`src/rtl/dram_miss_engine_if.sv`:
```
// +----------------------------------------------------------------------------+
// | dram_miss_engine_if : shared LSU opcode package and miss-engine bus.       |
// | Rev 1.0 - initial release                                                  |
// +----------------------------------------------------------------------------+
`default_nettype none

package cache_pkg;
  typedef enum logic {LW = 1'b0, SW = 1'b1} lsu_ops;
endpackage

interface dram_miss_engine_if #(
  parameter int TAG  = 22,
  parameter int DATA = 32
);
  // Cache-controller side
  logic              miss_req;
  logic              miss_ready;
  logic [31:0]       miss_addr;
  logic              victim_dirty;
  logic [31:0]       victim_addr;
  logic [TAG-1:0]    victim_tag;
  logic [DATA-1:0]   victim_data;
  logic              refill_valid;
  logic [DATA-1:0]   refill_data;
  logic              refill_err;
  // DRAM side
  logic              mem_req;
  cache_pkg::lsu_ops lsu_operator;
  logic [31:0]       mem_addr;
  logic [TAG+DATA:0] mem_wdata;
  logic              mem_ready;
  logic [DATA-1:0]   mem_rdata;

  modport master (
    input  miss_req, miss_addr, victim_dirty, victim_addr, victim_tag, victim_data,
    input  mem_ready, mem_rdata,
    output miss_ready, refill_valid, refill_data, refill_err,
    output mem_req, lsu_operator, mem_addr, mem_wdata
  );

  modport slave (
    output miss_req, miss_addr, victim_dirty, victim_addr, victim_tag, victim_data,
    output mem_ready, mem_rdata,
    input  miss_ready, refill_valid, refill_data, refill_err,
    input  mem_req, lsu_operator, mem_addr, mem_wdata
  );
endinterface

`default_nettype wire

```
`src/rtl/dram_miss_engine.sv`:
```
// +----------------------------------------------------------------------------+
// | dram_miss_engine : victim write-back then line fetch on a data-cache miss. |
// | Optional macro MEM_TIMEOUT_EN adds an unacknowledged-request timeout.      |
// | Rev 1.0 - initial release                                                  |
// +----------------------------------------------------------------------------+
`default_nettype none

module dram_miss_engine #(
  parameter int TAG            = 22,
  parameter int DATA           = 32,
  parameter int RD_LAT         = 1,
  parameter int TIMEOUT_CYCLES = 64
) (
  input  wire logic            clk,
  input  wire logic            rst,
  dram_miss_engine_if.master   bus,
  output logic [15:0]          rd_count,
  output logic [15:0]          wr_count
);

  typedef enum logic [2:0] {
    IDLE    = 3'd0,
    WB_REQ  = 3'd1,
    RD_REQ  = 3'd2,
    RD_WAIT = 3'd3,
    RESP    = 3'd4
  } state_t;

  state_t      state;
  state_t      state_nxt;
  logic [31:0] miss_addr_q;
  logic [3:0]  lat_cnt;
  logic        timeout;

  assign bus.miss_ready   = (state == IDLE);
  assign bus.refill_valid = (state == RESP);

`ifdef MEM_TIMEOUT_EN
  logic [15:0] wait_cnt;
  logic        waiting;
  logic        err_q;

  assign waiting = ((state == WB_REQ) || (state == RD_REQ)) && !bus.mem_ready;
  assign timeout = waiting && (wait_cnt == 16'(TIMEOUT_CYCLES - 1));

  // Count restarts at every state change so each request gets a full budget
  always_ff @(posedge clk) begin
    if (rst || (state != state_nxt)) begin
      wait_cnt <= 16'd0;
    end else if (waiting) begin
      wait_cnt <= wait_cnt + 16'd1;
    end
  end

  always_ff @(posedge clk) begin
    if (rst) begin
      err_q <= 1'b0;
    end else if (state == IDLE && bus.miss_req) begin
      err_q <= 1'b0;
    end else if (timeout) begin
      err_q <= 1'b1;
    end
  end

  assign bus.refill_err = err_q;
`else
  assign timeout        = 1'b0;
  assign bus.refill_err = 1'b0;
`endif

  always_ff @(posedge clk) begin
    if (rst) begin
      state <= IDLE;
    end else begin
      state <= state_nxt;
    end
  end

  always_comb begin
    state_nxt = state;
    case (state)
      IDLE: begin
        if (bus.miss_req) begin
          state_nxt = bus.victim_dirty ? WB_REQ : RD_REQ;
        end
      end
      WB_REQ: begin
        if (timeout) begin
          state_nxt = RESP;
        end else if (bus.mem_ready) begin
          state_nxt = RD_REQ;
        end
      end
      RD_REQ: begin
        if (timeout) begin
          state_nxt = RESP;
        end else if (bus.mem_ready) begin
          state_nxt = RD_WAIT;
        end
      end
      RD_WAIT: begin
        if (lat_cnt == 4'd1) begin
          state_nxt = RESP;
        end
      end
      RESP: state_nxt = IDLE;
      default: state_nxt = IDLE;
    endcase
  end

  // Request fields are loaded one edge ahead of the request state, so they
  // are already stable in the first cycle mem_req is high.
  always_ff @(posedge clk) begin
    if (rst) begin
      miss_addr_q      <= 32'd0;
      lat_cnt          <= 4'd0;
      bus.mem_req      <= 1'b0;
      bus.lsu_operator <= cache_pkg::LW;
      bus.mem_addr     <= 32'd0;
      bus.mem_wdata    <= '0;
      bus.refill_data  <= '0;
      rd_count         <= 16'd0;
      wr_count         <= 16'd0;
    end else begin
      case (state)
        IDLE: begin
          if (bus.miss_req) begin
            miss_addr_q <= bus.miss_addr;
            bus.mem_req <= 1'b1;
            if (bus.victim_dirty) begin
              bus.lsu_operator <= cache_pkg::SW;
              bus.mem_addr     <= bus.victim_addr;
              bus.mem_wdata    <= {1'b1, bus.victim_tag, bus.victim_data};
            end else begin
              bus.lsu_operator <= cache_pkg::LW;
              bus.mem_addr     <= bus.miss_addr;
            end
          end
        end
        WB_REQ: begin
          if (timeout) begin
            bus.mem_req     <= 1'b0;
            bus.refill_data <= '0;
          end else if (bus.mem_ready) begin
            wr_count         <= wr_count + 16'd1;
            bus.lsu_operator <= cache_pkg::LW;
            bus.mem_addr     <= miss_addr_q;
          end
        end
        RD_REQ: begin
          if (timeout) begin
            bus.mem_req     <= 1'b0;
            bus.refill_data <= '0;
          end else if (bus.mem_ready) begin
            bus.mem_req <= 1'b0;
            lat_cnt     <= 4'(RD_LAT);
          end
        end
        RD_WAIT: begin
          if (lat_cnt == 4'd1) begin
            bus.refill_data <= bus.mem_rdata;
            rd_count        <= rd_count + 16'd1;
          end else begin
            lat_cnt <= lat_cnt - 4'd1;
          end
        end
        default: ;
      endcase
    end
  end

endmodule

`default_nettype wire

```
`src/flat_wrapper.sv`:
```
// flat-port wrapper written by rule: the top's interface ports become plain ports
module dram_miss_engine_flat 
#(
  parameter int TAG            = 22,
  parameter int DATA           = 32,
  parameter int RD_LAT         = 1,
  parameter int TIMEOUT_CYCLES = 64
)
  (clk, rst, rd_count, wr_count, bus_miss_req, bus_miss_addr, bus_victim_dirty, bus_victim_addr, bus_victim_tag, bus_victim_data, bus_mem_ready, bus_mem_rdata, bus_miss_ready, bus_refill_valid, bus_refill_data, bus_refill_err, bus_mem_req, bus_lsu_operator, bus_mem_addr, bus_mem_wdata);
  dram_miss_engine_if #(.TAG(TAG), .DATA(DATA)) bus_i ();
  input  wire logic clk;
  input  wire logic rst;
  output logic [15:0] rd_count;
  output logic [15:0] wr_count;
  input wire logic [$bits(bus_i.miss_req)-1:0] bus_miss_req;
  input wire logic [$bits(bus_i.miss_addr)-1:0] bus_miss_addr;
  input wire logic [$bits(bus_i.victim_dirty)-1:0] bus_victim_dirty;
  input wire logic [$bits(bus_i.victim_addr)-1:0] bus_victim_addr;
  input wire logic [$bits(bus_i.victim_tag)-1:0] bus_victim_tag;
  input wire logic [$bits(bus_i.victim_data)-1:0] bus_victim_data;
  input wire logic [$bits(bus_i.mem_ready)-1:0] bus_mem_ready;
  input wire logic [$bits(bus_i.mem_rdata)-1:0] bus_mem_rdata;
  output wire logic [$bits(bus_i.miss_ready)-1:0] bus_miss_ready;
  output wire logic [$bits(bus_i.refill_valid)-1:0] bus_refill_valid;
  output wire logic [$bits(bus_i.refill_data)-1:0] bus_refill_data;
  output wire logic [$bits(bus_i.refill_err)-1:0] bus_refill_err;
  output wire logic [$bits(bus_i.mem_req)-1:0] bus_mem_req;
  output wire logic [$bits(bus_i.lsu_operator)-1:0] bus_lsu_operator;
  output wire logic [$bits(bus_i.mem_addr)-1:0] bus_mem_addr;
  output wire logic [$bits(bus_i.mem_wdata)-1:0] bus_mem_wdata;
  assign bus_i.miss_req = bus_miss_req;
  assign bus_i.miss_addr = bus_miss_addr;
  assign bus_i.victim_dirty = bus_victim_dirty;
  assign bus_i.victim_addr = bus_victim_addr;
  assign bus_i.victim_tag = bus_victim_tag;
  assign bus_i.victim_data = bus_victim_data;
  assign bus_i.mem_ready = bus_mem_ready;
  assign bus_i.mem_rdata = bus_mem_rdata;
  assign bus_miss_ready = bus_i.miss_ready;
  assign bus_refill_valid = bus_i.refill_valid;
  assign bus_refill_data = bus_i.refill_data;
  assign bus_refill_err = bus_i.refill_err;
  assign bus_mem_req = bus_i.mem_req;
  assign bus_lsu_operator = bus_i.lsu_operator;
  assign bus_mem_addr = bus_i.mem_addr;
  assign bus_mem_wdata = bus_i.mem_wdata;
  dram_miss_engine #(.TAG(TAG), .DATA(DATA), .RD_LAT(RD_LAT), .TIMEOUT_CYCLES(TIMEOUT_CYCLES)) u_core (.clk(clk), .rst(rst), .bus(bus_i), .rd_count(rd_count), .wr_count(wr_count));
endmodule
```
`config.mk`:
```
export PLATFORM = sky130hd
export DESIGN_NAME = dram_miss_engine_flat
export DESIGN_NICKNAME = d
export VERILOG_FILES = /design/src/rtl/dram_miss_engine_if.sv /design/src/rtl/dram_miss_engine.sv /design/src/flat_wrapper.sv
export SDC_FILE = /design/constraint.sdc
export NUM_CORES = 1
export LEC_CHECK = 0
export CORE_ASPECT_RATIO = 0.7
export CORE_UTILIZATION = 48
export CTS_BUF_LIST = sky130_fd_sc_hd__clkbuf_4
export DETAILED_ROUTE_END_ITERATION = 8
export GPL_ROUTABILITY_DRIVEN = 0
export MAX_ROUTING_LAYER = met4
export PLACE_DENSITY = 0.91
export SLEW_MARGIN = 40
export SYNTH_ARGS = -nofsm -noshare
export SYNTH_HDL_FRONTEND = slang
export SYNTH_SLANG_ARGS = --single-unit
```
`constraint.sdc`:
```
create_clock -name clk -period 3.3 [get_ports clk]
set_clock_uncertainty 0.1 [all_clocks]
set_input_delay 0.495 -clock clk [delete_from_list [all_inputs] [get_ports clk]]
set_output_delay 0.495 -clock clk [all_outputs]
set_load 0.02 [all_outputs]
```
==> reports/results.txt <==
DRC violation count after routing: 0
Critical Path Max Stage Delay: 0.68 ns
1st-iter DRT viols: 585
Synth cell types: 46
FMAX: 371 MHz
Die H: 108 microns
worst path bufs/invs: 1
clock-pin slew on the worst setup and hold paths: 0.15 ns
run status: finished clean
CP Class: reg2out
largest net degree at the start of global routing: 133
drt total wl: 22300 microns
Critical Path End Type: output port
Die Width: 154 microns
synthesis-to-finish area growth: 44.4%
first-pass GRT wire length: 34800 microns
Port Buf Inserts: 309
commonest non-fill, non-tap cell in the layout: nand2_1
top post-synthesis cells by area: dfxtp_1 50%, nand2_1 15%, a21oi_1 11%
prevailing post-synth register cell: dfxtp_1
CP max FO: 15
setup violators final: 0
CP delay by family, top: buffers and inverters
max_slew headroom: 45.9%
root buf cell: clkbuf_4
largest area contributor in the synthesized netlist: dfxtp_1
most frequent cells in the layout: 314 x nand2_1, 307 x clkdlybuf4s50_1, 192 x dfxtp_1
actual slew at the worst max-slew pin: 0.812 ns
Min-Delay Path Class: reg2reg
min setup slack post-route: 0.603 ns
# fillers: 1194
HPWL after DPL: 16000 microns
row cnt: 38
Clk Latency, worst-skew pair: 0.53 ns
crit-path cells: nor3b_1 > clkdlybuf4s50_1
Post-CTS Hold Fix Bufs: 0
Synth Area per Inst: 8.00 sq um
EDFF count, synth: 0
pre-CTS setup slack: 0.493 ns
initial antenna violation count: 1
worst vdd ir: 0.259 mV
share of the synthesized area in the top cell type: 49.7%
RSZ-0062 raised after global routing: no
PostCTS Resize Cnt: 0
CTS sink count: 192
I/O pin total: 311
deepest clock path buffer count: 2
final period utilization: 81.7%
die area: 0.0166 sq mm
Starting Density: 49.6%
total CTS buffers: 17
post-synth net total: 1125
final setup TNS: 0 ns
Yosys Warn Count: 0
core area: 0.0156 sq mm
Final #Nets: 1395
crit start category: flip-flop
Via density: 5.32
post-CTS setup buffers: 0
Worst EP arrival: 2.10 ns
Total GRT Usage: 26.9%
drt first pass iters: 5
vias after detailed routing: 7721
drt wl/cell: 15.4 microns
TritonCTS clock tree: yes
LEAKAGE: 3.95 nW
Cells after Synth: 966
slowest cell on the critical path: clkdlybuf4s50_1
layout cells sized above 1: 4.24%
Final Hold Viols: 0
grt ovf: 0
Post-Synthesis Cell Area: 0.00773 sq mm
H-tree Lvls: 4
critical path data required time: 2.70 ns
Max Cap Viol: 0
vias in the first global route: 7097
antenna-violating nets left: 0
ys async rst share: 0%
Seq/Total Area, Yosys: 49.7%
synthesized flop and latch total: 192
Slew Viols, Final: 0
Final min period: 2.70 ns
pwr dens: 420 mW/mm^2
==> metrics by stage <==
step	instance area (sq um)	power (mW)	cells	hold slack [ns]	util, %
2_1_floorplan	7730	3.07	966	0.336	-
3_3_place_gp	10900	3.53	1417	0.338	69.9
3_5_place_dp	10900	3.55	1417	0.345	69.9
4_1_cts	11200	4.72	1449	0.313	71.5
5_1_grt	11200	4.92	1450	0.299	71.6
6_report	11200	4.69	1450	0.362	71.6
==> layout make-up <==
class,count,area [sq um],area share [%]
clock buffers,18,135,1.21
inverters,7,26.3,0.235
clock inverters,14,124,1.11
diodes,1,2.50,0.0224
repair buffers,322,3220,28.8
multi-input cells,696,3560,31.9
well taps,200,250,2.24
flip-flops and latches,192,3840,34.4
==> worst paths after layout <==
| kind | slack, ns | depth (start not counted) | start | end |
|---|---|---|---|---|
| max | 0.60 | 2 | u_core.state[2]$_SDFFE_PP0P_ | bus_refill_valid |
| min | 0.36 | 2 | u_core.bus.refill_data[26]$_SDFFE_PP0P_ | u_core.bus.refill_data[26]$_SDFFE_PP0P_ |
| max reg2reg | 0.76 | 4 | u_core.state[0]$_SDFFE_PP0P_ | u_core.rd_count[15]$_SDFFE_PP0P_ |
| min reg2reg | 0.36 | 2 | u_core.bus.refill_data[26]$_SDFFE_PP0P_ | u_core.bus.refill_data[26]$_SDFFE_PP0P_ |
==> synthesized netlist by cell type, types with 2 or more instances <==
cell and n:
mux2i_1 33, buf_2 13, nand4_1 12, buf_4 2, or4_1 2, nand2_1 315, xnor2_1 11, inv_1 7
nand3_1 12, nor2_1 34, nand4bb_1 2, dfxtp_1 192, nor4_1 5, xor2_1 8, a21oi_1 167, or3_1 10
a2111oi_0 2, buf_6 4, clkbuf_1 51, ha_1 4, and4_1 3, o211ai_1 32, nor3_1 7, o31ai_1 2
nor2b_1 3, o21ai_0 13
==> registers in the layout (all words and copies together), names as in the netlist <==
name / flops
u_core.bus.lsu_operator: 1
u_core.bus.mem_addr: 32
u_core.bus.mem_req: 1
u_core.bus.mem_wdata: 55
u_core.bus.refill_data: 32
u_core.lat_cnt: 4
u_core.miss_addr_q: 32
u_core.rd_count: 16
u_core.state: 3
u_core.wr_count: 16
==> power breakdown <==
group	internal, mW	leakage (nW)	switching [mW]
clock	0.337	0.146	0.848
sequential	2.44	1.56	0.0825
combinational	0.470	2.24	0.508
==> cell families (layout without fill, tap and decap cells) <==
family | Yosys count | in the layout | share of synthesized area [%]
buffers and inverters | 78 | 361 | 4.48
multiplexers | 34 | 34 | 4.42
XOR/XNOR | 19 | 19 | 2.15
flip-flops | 192 | 192 | 49.7
AND/OR/NAND/NOR | 417 | 417 | 22.8
other | 1 | 2 | 0.0485
adder cells (fa/ha/maj) | 4 | 4 | 0.648
AO/OA/AOI/OAI | 221 | 221 | 15.7
==> worst reg2reg max path, cell delays in order, from the launching register on <==
cell       delay (ns)
dfxtp_1          0.77
nand4bb_1        0.42
or3_1            0.59
nor4_1           0.22
mux2_2           0.36
==> layer usage <==
layer | vias up | track usage (%) | wire length [microns]
met2 | 296 | 43.7 | 10700
met4 | 0 | 9.57 | 517
li1 | 3789 | - | -
met3 | 43 | 6.57 | 1550
met5 | - | - | 0
met1 | 3593 | 32.8 | 9570
Power figures use the tool's default switching activity.
